## config.mk

```make
export PLATFORM = sky130hd
export DESIGN_NAME = fetch_unit_flat
export DESIGN_NICKNAME = d
export VERILOG_FILES = /design/src/rtl/fetch_unit_if.sv /design/src/rtl/fetch_unit.sv /design/src/flat_wrapper.sv
export SDC_FILE = /design/constraint.sdc
export NUM_CORES = 1
export LEC_CHECK = 0
export ABC_AREA = 1
export BUFFER_PORTS_ARGS = -buffer_cell sky130_fd_sc_hd__buf_2
export CAP_MARGIN = 25
export CORE_ASPECT_RATIO = 0.75
export CORE_MARGIN = 5
export CORE_UTILIZATION = 25
export DETAILED_ROUTE_END_ITERATION = 8
export GPL_TIMING_DRIVEN = 0
export PLACE_DENSITY = 0.43
export SYNTH_ARGS = -nofsm -noshare
export SYNTH_HDL_FRONTEND = slang
export SYNTH_SLANG_ARGS = --single-unit
```

## constraint.sdc

```tcl
create_clock -name clk -period 1.6 [get_ports clk]
set_input_delay 0.08 -clock clk [delete_from_list [all_inputs] [get_ports clk]]
set_output_delay 0.08 -clock clk [all_outputs]
set_load 0.02 [all_outputs]
```

## src/rtl/fetch_unit_if.sv

```systemverilog
// -----------------------------------------------------------------------------
// fetch_unit_if
// Instruction-memory read bus between the fetch unit (master) and the
// instruction memory (slave). One read may be outstanding at a time.
//
// Signals:
//   mem_rd     master->slave  one-cycle read request
//   mem_addr   master->slave  read address, valid while mem_rd=1
//   mem_rdata  slave->master  read data, valid while mem_done=1
//   mem_done   slave->master  read complete (1 or more cycles after mem_rd)
// -----------------------------------------------------------------------------
interface fetch_unit_if;
    logic        mem_rd;
    logic [15:0] mem_addr;
    logic [15:0] mem_rdata;
    logic        mem_done;

    modport master (
        output mem_rd,
        output mem_addr,
        input  mem_rdata,
        input  mem_done
    );

    modport slave (
        input  mem_rd,
        input  mem_addr,
        output mem_rdata,
        output mem_done
    );
endinterface : fetch_unit_if

```

## src/rtl/fetch_unit.sv

```systemverilog
// -----------------------------------------------------------------------------
// fetch_unit
// Instruction fetch stage. Issues one read at a time to instruction memory,
// holds the returned instruction until the fetch/decode register accepts it,
// and handles redirects (taken branches/jumps) and HALT, including a read
// that is still in flight when either arrives.
//
// Ports:
//   clk           clock, all state updates on the rising edge
//   rst           asynchronous active-low reset
//   stall         downstream cannot accept an instruction this cycle
//   redirect      taken branch/jump, refetch from redirect_pc
//   redirect_pc   redirect target
//   halt          HALT decoded, stop fetching permanently
//   mem           instruction-memory read bus (master side)
//   outInstruct   instruction presented to the fetch/decode register
//   outPlusTwoPC  address of the presented instruction plus 2
//   fetch_stall   high when outInstruct is not a valid instruction
//   halted        high once the unit has stopped
// -----------------------------------------------------------------------------
module fetch_unit #(
    parameter logic [15:0] RESET_PC  = 16'h0000,
    parameter logic [15:0] NOP_INSTR = 16'h0800
) (
    input  logic                clk,
    input  logic                rst,
    input  logic                stall,
    input  logic                redirect,
    input  logic [15:0]         redirect_pc,
    input  logic                halt,
    fetch_unit_if.master        mem,
    output logic [15:0]         outInstruct,
    output logic [15:0]         outPlusTwoPC,
    output logic                fetch_stall,
    output logic                halted
);

    typedef enum logic [2:0] {
        S_FETCH  = 3'd0,
        S_WAIT   = 3'd1,
        S_VALID  = 3'd2,
        S_DRAIN  = 3'd3,
        S_HALTED = 3'd4
    } state_t;

    state_t      state_q, state_d;
    logic [15:0] pc_q, pc_d;
    logic [15:0] instr_q, instr_d;
    logic        halt_seen_q, halt_seen_d;
    logic [15:0] pc_plus2;
    logic        issue;

    // Natural 16-bit overflow gives the required 0xFFFE -> 0x0000 wrap.
    assign pc_plus2 = pc_q + 16'd2;

    always_ff @(posedge clk or negedge rst) begin
        if (!rst) begin
            state_q     <= S_FETCH;
            pc_q        <= RESET_PC;
            instr_q     <= NOP_INSTR;
            halt_seen_q <= 1'b0;
        end else begin
            state_q     <= state_d;
            pc_q        <= pc_d;
            instr_q     <= instr_d;
            halt_seen_q <= halt_seen_d;
        end
    end

    always_comb begin
        state_d     = state_q;
        pc_d        = pc_q;
        instr_d     = instr_q;
        halt_seen_d = halt_seen_q;
        issue       = 1'b0;

        case (state_q)
            S_FETCH: begin
                if (halt) begin
                    halt_seen_d = 1'b1;
                    state_d     = S_HALTED;
                end else if (redirect) begin
                    pc_d    = redirect_pc;
                    state_d = S_FETCH;
                end else begin
                    issue   = 1'b1;
                    state_d = S_WAIT;
                end
            end

            S_WAIT: begin
                if (halt) begin
                    halt_seen_d = 1'b1;
                    state_d     = mem.mem_done ? S_HALTED : S_DRAIN;
                end else if (redirect) begin
                    // A completing read is for the old path: drop it.
                    pc_d    = redirect_pc;
                    state_d = mem.mem_done ? S_FETCH : S_DRAIN;
                end else if (mem.mem_done) begin
                    // Captured even under stall; VALID will hold it.
                    instr_d = mem.mem_rdata;
                    state_d = S_VALID;
                end
            end

            S_VALID: begin
                if (halt) begin
                    halt_seen_d = 1'b1;
                    state_d     = S_HALTED;
                end else if (redirect) begin
                    pc_d    = redirect_pc;
                    state_d = S_FETCH;
                end else if (!stall) begin
                    // Instruction consumed; the read of pc+2 goes out now,
                    // so pc advances to the address now in flight.
                    issue   = 1'b1;
                    pc_d    = pc_plus2;
                    state_d = S_WAIT;
                end
            end

            S_DRAIN: begin
                // Waiting out a stale read; only the completion matters.
                if (halt) begin
                    halt_seen_d = 1'b1;
                    state_d     = mem.mem_done ? S_HALTED : S_DRAIN;
                end else begin
                    if (redirect) begin
                        pc_d = redirect_pc;
                    end
                    if (mem.mem_done) begin
                        state_d = halt_seen_q ? S_HALTED : S_FETCH;
                    end
                end
            end

            S_HALTED: begin
                state_d = S_HALTED;
            end

            default: begin
                state_d = S_FETCH;
            end
        endcase
    end

    // The reset state is FETCH, so the request is masked while rst is low
    // and appears in the very cycle rst is released.
    assign mem.mem_rd   = issue & rst;
    assign mem.mem_addr = (state_q == S_VALID) ? pc_plus2 : pc_q;

    assign outInstruct  = (state_q == S_VALID) ? instr_q : NOP_INSTR;
    assign fetch_stall  = (state_q != S_VALID);
    assign outPlusTwoPC = pc_plus2;
    assign halted       = (state_q == S_HALTED);

endmodule : fetch_unit

```

## src/flat_wrapper.sv

```systemverilog
// flat-port wrapper written by rule: the top's interface ports become plain ports
module fetch_unit_flat 
#(
    parameter logic [15:0] RESET_PC  = 16'h0000,
    parameter logic [15:0] NOP_INSTR = 16'h0800
)
  (clk, rst, stall, redirect, redirect_pc, halt, outInstruct, outPlusTwoPC, fetch_stall, halted, mem_mem_rd, mem_mem_addr, mem_mem_rdata, mem_mem_done);
  fetch_unit_if mem_i ();
  input  logic clk;
  input  logic rst;
  input  logic stall;
  input  logic redirect;
  input  logic [15:0] redirect_pc;
  input  logic halt;
  output logic [15:0] outInstruct;
  output logic [15:0] outPlusTwoPC;
  output logic fetch_stall;
  output logic halted;
  output wire logic [$bits(mem_i.mem_rd)-1:0] mem_mem_rd;
  output wire logic [$bits(mem_i.mem_addr)-1:0] mem_mem_addr;
  input wire logic [$bits(mem_i.mem_rdata)-1:0] mem_mem_rdata;
  input wire logic [$bits(mem_i.mem_done)-1:0] mem_mem_done;
  assign mem_mem_rd = mem_i.mem_rd;
  assign mem_mem_addr = mem_i.mem_addr;
  assign mem_i.mem_rdata = mem_mem_rdata;
  assign mem_i.mem_done = mem_mem_done;
  fetch_unit #(.RESET_PC(RESET_PC), .NOP_INSTR(NOP_INSTR)) u_core (.clk(clk), .rst(rst), .stall(stall), .redirect(redirect), .redirect_pc(redirect_pc), .halt(halt), .mem(mem_i), .outInstruct(outInstruct), .outPlusTwoPC(outPlusTwoPC), .fetch_stall(fetch_stall), .halted(halted));
endmodule
```

## Yosys cells after proc, flatten, opt, wreduce, memory -nomap -nowiden

Cells that the tools add are included.

- Add/subtract/negate cells: 1
- Muxes and demuxes: 28
- Reductions and logical operators: 8
- Equal/unequal tests: 12
- Bitwise operators: 3

Operators by type and width:

| operator | number |
|---|---|
| 16-bit 2-to-1 mux | 7 |
| 3-bit 2-to-1 mux | 11 |
| 16-bit one-hot mux with 2 select lines | 1 |
| 16-bit by 2-bit adder with 16-bit output (second input constant) | 1 |
| 3-bit one-hot mux with 5 select lines | 1 |
| 4-bit inequality test (second input constant) | 2 |
| 3-bit by 2-bit equality test with 1-bit output (second input constant) | 2 |
| 1-bit 2-to-1 mux | 6 |
| 3-bit inequality test (second input constant) | 2 |
| 5-bit AND reduction | 1 |
| 2-bit inequality test (second input constant) | 2 |
| 4-bit AND reduction | 1 |
| 4-bit OR reduction | 1 |
| 3-bit by 1-bit equality test with 1-bit output (second input constant) | 1 |
| 3-bit equality test (second input constant) | 1 |
| 3-bit zero test | 1 |
| 3-bit by 2-bit inequality test with 1-bit output (second input constant) | 1 |
| 3-bit AND reduction | 1 |
| 3-bit OR reduction | 1 |
| 2-bit 2-to-1 mux | 1 |
| 2-bit by 1-bit inequality test with 1-bit output (second input constant) | 1 |
| 1-bit inverter | 2 |
| 1-bit one-hot mux with 2 select lines | 1 |
| 2-bit AND reduction | 1 |
| other kinds (2) | 2 |

- Input bits: 38
- Register bits after elaboration: 36
- Output and inout bits: 51

## Depth between registers and ports, before layout

- Depth in word-level cells: 5
- Mapped depth: 9
- Gate-level depth less buffers: 9

## Worst setup path before layout

Ideal clock, no wire load.

- Path type: reg-to-output
- From: register u_core.pc_q[1]
- To: output port mem_mem_addr[7]
- Slack: -0.106 ns
- Cell stages (with the launch flop): 7
- Data arrival time: 1.626 ns
- Data required time: 1.520 ns
- Buffers on the path: 0
- Cells stage by stage: dfrtp_1 > ha_1 > nand3_2 > nor2_2 > xor2_1 > nand2_1 > o21ai_0

- Longest elaborated chain between the ends: 2

RTL lines:

| element | line | RTL |
|---|---|---|
| start, declared | fetch_unit.sv:47 | `logic [15:0] pc_q, pc_d;` |
| start signal, assigned | fetch_unit.sv:64 | `pc_q <= pc_d;` |
| 16-bit by 2-bit adder with 16-bit output | fetch_unit.sv:54 | `assign pc_plus2 = pc_q + 16'd2;` |
| net outPlusTwoPC[7] | flat_wrapper.sv:16 | `output logic [15:0] outPlusTwoPC;` |
| 16-bit 2-to-1 mux | fetch_unit.sv:150 | `assign mem.mem_addr = (state_q == S_VALID) ? pc_plus2 : pc_q;` |
| end, declared | flat_wrapper.sv:20 | `output wire logic [$bits(mem_i.mem_addr)-1:0] mem_mem_addr;` |

The timed path passes the listed nets, and every way through them passes these cells.

## Final worst setup path

- From: register u_core.pc_q[1]
- To: output port mem_mem_addr[5]

- Longest elaborated chain between the ends: 2

RTL lines:

| element | line |
|---|---|
| 16-bit by 2-bit adder with 16-bit output | fetch_unit.sv:54 |
| 16-bit 2-to-1 mux | fetch_unit.sv:150 |

Every way passes these cells.

==> impl_metrics.py <==
metrics = {
    "worst_setup_path": {
        "cp.required_ns": 1.52,
        "critPathLaunch": "u_core.pc_q[1]$_DFFE_PN0P_",
        "cp_num_buf_inv": 2,
        "endpoint": "mem_mem_addr[5]",
        "cp_num_cells": 7,
        "rr_endpoint": "u_core.instr_q[2]$_DFFE_PN0P_",
        "cp_top_family": "flip-flops",
        "cp-end-kind": "output pin",
        "crit_path_max_incr_delay_ns": 0.44,
        "critical_path_class": "reg -> out",
        "startpoint_type": "flop",
        "crit_chain": "ha_4, nand3_4, buf_4, xor2_4, nand2_1, o21ai_0, buf_2",
        "reg2reg_from": "u_core.state_q[0]$_DFFE_PN0P_",
        "crit_slowest_cell": "dfrtp_2",
        "critPathArrivalTime_ns": 1.64,
        "r2r_slack_ns": 0.04,
        "cp_max_fo": 4,
        "rr_worst_depth": 9,
    },
    "yosys": {
        "synth-seq-area-share": 0.379,
        "netlist_instances": 364,
        "yosys_warnings": 0,
        "ys_seq_elements": 36,
        "syn_avg_cell_area_um2": 6.54,
        "synth_fp_nets": 403,
        "synth_area_um2": 2380,
        "ys_types": 27,
    },
    "grt": {
        "antenna_found_initial": 0,
        "grt_usage": 0.133,
        "grt_pass1_wl_um": 12400,
        "grt_overflow": 0,
        "grt_max_degree": 38,
        "grt_pass1_vias": 2480,
    },
    "die": {
        "rows": 30,
        "coreArea_um2": 9160,
        "ioPinCount": 89,
        "start_util": 0.260,
        "die-height_um": 94.5,
        "dieArea_um2": 11600,
        "die-width_um": 123,
    },
    "final_layout": {
        "final_cell_mix": "104 x nand2_1, 56 x buf_2, 47 x buf_4, 41 x inv_1, 34 x nor2_1",
        "syn2layout_area_growth_pct": 70.6,
        "diodes": 0,
        "final_common_cell": "nand2_1",
        "drive_gt1_frac": 0.456,
        "final_cells": 626,
        "post-route-util": 0.443,
        "nNetsFinal": 536,
    },
    "timing": {
        "timing.setup.tns_ns": -1.17,
        "slew_headroom": 0.590,
        "rsz0062_at_grt": "yes",
        "slew_violations": 0,
        "period_share": 1.07,
        "fin_hold_ws_ns": 0.0126,
        "fin_crit_ns": 1.72,
        "setup_violations": 20,
        "tightest_slew_ns": 0.614,
        "max_freq_mhz": 582,
        "setup_ws_ns": -0.119,
        "finalHoldViolations": 0,
        "skew_ns": 0.00776,
    },
    "clock_network": {
        "clk_latency_ns": 0.28,
        "cts.htree.levels": 2,
        "cts_tree": "done",
        "cts_buffers": 5,
        "cts_root_buf": "clkbuf_16",
        "clk_pin_slew_ns": 0.06,
        "cts_sinks": 36,
        "clk_path_buf_depth": 2,
    },
    "min_path": {
        "min_path_type": "in -> reg",
    },
    "routing": {
        "wire_per_inst_um": 13.7,
        "via_count": 2662,
        "routed_wl_um": 8560,
        "drt_iter0_markers": 83,
        "viasPerCell": 4.25,
        "antenna_left": 0,
        "drtPass1Iterations": 4,
        "drc": 0,
    },
    "place": {
        "place_congestion": 0.817,
        "dp_hpwl_um": 5920,
        "port-buffer-count": 88,
        "place_inst": 580,
        "pre_cts_slack_ns": -0.117,
    },
    "power": {
        "seqPwrFrac": 0.261,
        "power.density_nw_per_um2": 1530,
        "p_sw_mw": 2.74,
        "intPower_mw": 3.49,
        "combPwrFrac": 0.561,
        "sw_frac_of_total": 0.439,
        "vdd_drop_max_uv": 448,
        "p_leak_nw": 2.10,
        "clockPowerShare": 0.178,
    },
    "job": {
        "max_cap_violations": 0,
    },
    "outcome": {
        "violations": "negative setup slack",
        "status": "finished, violations left",
    },
}
## Yosys cell counts, drive strengths merged
cell | number | area [µm²]
nand3 | 24 | 135
o21ai | 18 | 90.1
nor3 | 2 | 10.0
dfrtp | 35 | 876
clkbuf | 1 | 3.75
xor2 | 6 | 52.6
a21oi | 17 | 85.1
nand2 | 118 | 448
inv | 48 | 180
nor2 | 63 | 254
or2 | 5 | 31.3
o21bai | 3 | 22.5
dfstp | 1 | 26.3
ha | 1 | 12.5
nand4 | 4 | 25.0
and2 | 3 | 18.8
nand3b | 2 | 15.0
a21boi | 4 | 30.0
buf | 9 | 65.1
## worst min-delay path: stages
cell	delay, ns
buf_2	0.09
nand2_1	0.05
nand2_1	0.05
## what timing repair did
item	4_1_cts	5_1_grt
setup buffers	16	17
cloned	0	3
endpoints found under the setup margin	43	58
pin swaps	15	18
hold endpoints to repair	35	12
gates resized for setup	56	111
## area by class of cell
cell class,instances,area (µm²)
Fill cell,994,5100
Multi-Input combinational cell,270,1560
Timing Repair Buffer,126,962
Sequential cell,36,913
Inverter,48,183
Tap cell,128,160
Clock buffer,6,129
Buffer,10,116
Clock inverter,2,35.0
## metal layers
layer | vias up | routed length (µm) | GRT usage
met5 | - | 0 | 0
met3 | 5 | 307 | 0.0246
li1 | 1393 | - | -
met1 | 1217 | 4280 | 0.189
met2 | 47 | 3930 | 0.216
met4 | 0 | 37 | 0.0196
## power groups by stage
stage | Sequential [mW] | Combinational, mW | Clock (mW)
6_report | 1.62 | 3.49 | 1.11
5_1_grt | 1.68 | 3.80 | 1.18
4_1_cts | 1.58 | 3.00 | 1.14
3_5_place_dp | 1.59 | 2.52 | 0
3_3_place_gp | 1.58 | 2.49 | 0
2_1_floorplan | 1.51 | 1.77 | 0
## worst min path at each step
stage	startpoint	endpoint	cells past startpoint
after CTS	rst	u_core.pc_q[12]$_DFFE_PN0P_	1
after global routing	mem_mem_rdata[11]	u_core.instr_q[11]$_DFFE_PN1P_	3
after detailed placement	rst	u_core.pc_q[7]$_DFFE_PN0P_	1
after floorplan	rst	u_core.halt_seen_q$_DFFE_PN0P_	0
final	redirect_pc[0]	u_core.pc_q[0]$_DFFE_PN0P_	3
after global placement	rst	u_core.pc_q[7]$_DFFE_PN0P_	1
## per-stage QoR
step           area [µm²]  total power [mW]
6_report             4060              6.23
5_1_grt              4060              6.66
4_1_cts              3480              5.72
3_5_place_dp         2990              4.10
3_3_place_gp         2990              4.08
2_1_floorplan        2390              3.27
## registers in the layout (all words and copies together), names as in the netlist
| register | cells |
|---|---|
| u_core.halt_seen_q | 1 |
| u_core.state_q | 3 |
| u_core.instr_q | 16 |
| u_core.pc_q | 16 |
## cell families after synthesis
family                     Yosys count  share of synthesized area
DFF                                 36                      0.379
adders and majority gates            1                    0.00525
and+or+nand+nor                    221                      0.394
AOI/OAI and AO/OA                   42                     0.0956
buffers and inverters               58                      0.105
xor gates and xnor gates             6                     0.0221
(Power assumes the default switching activity.)
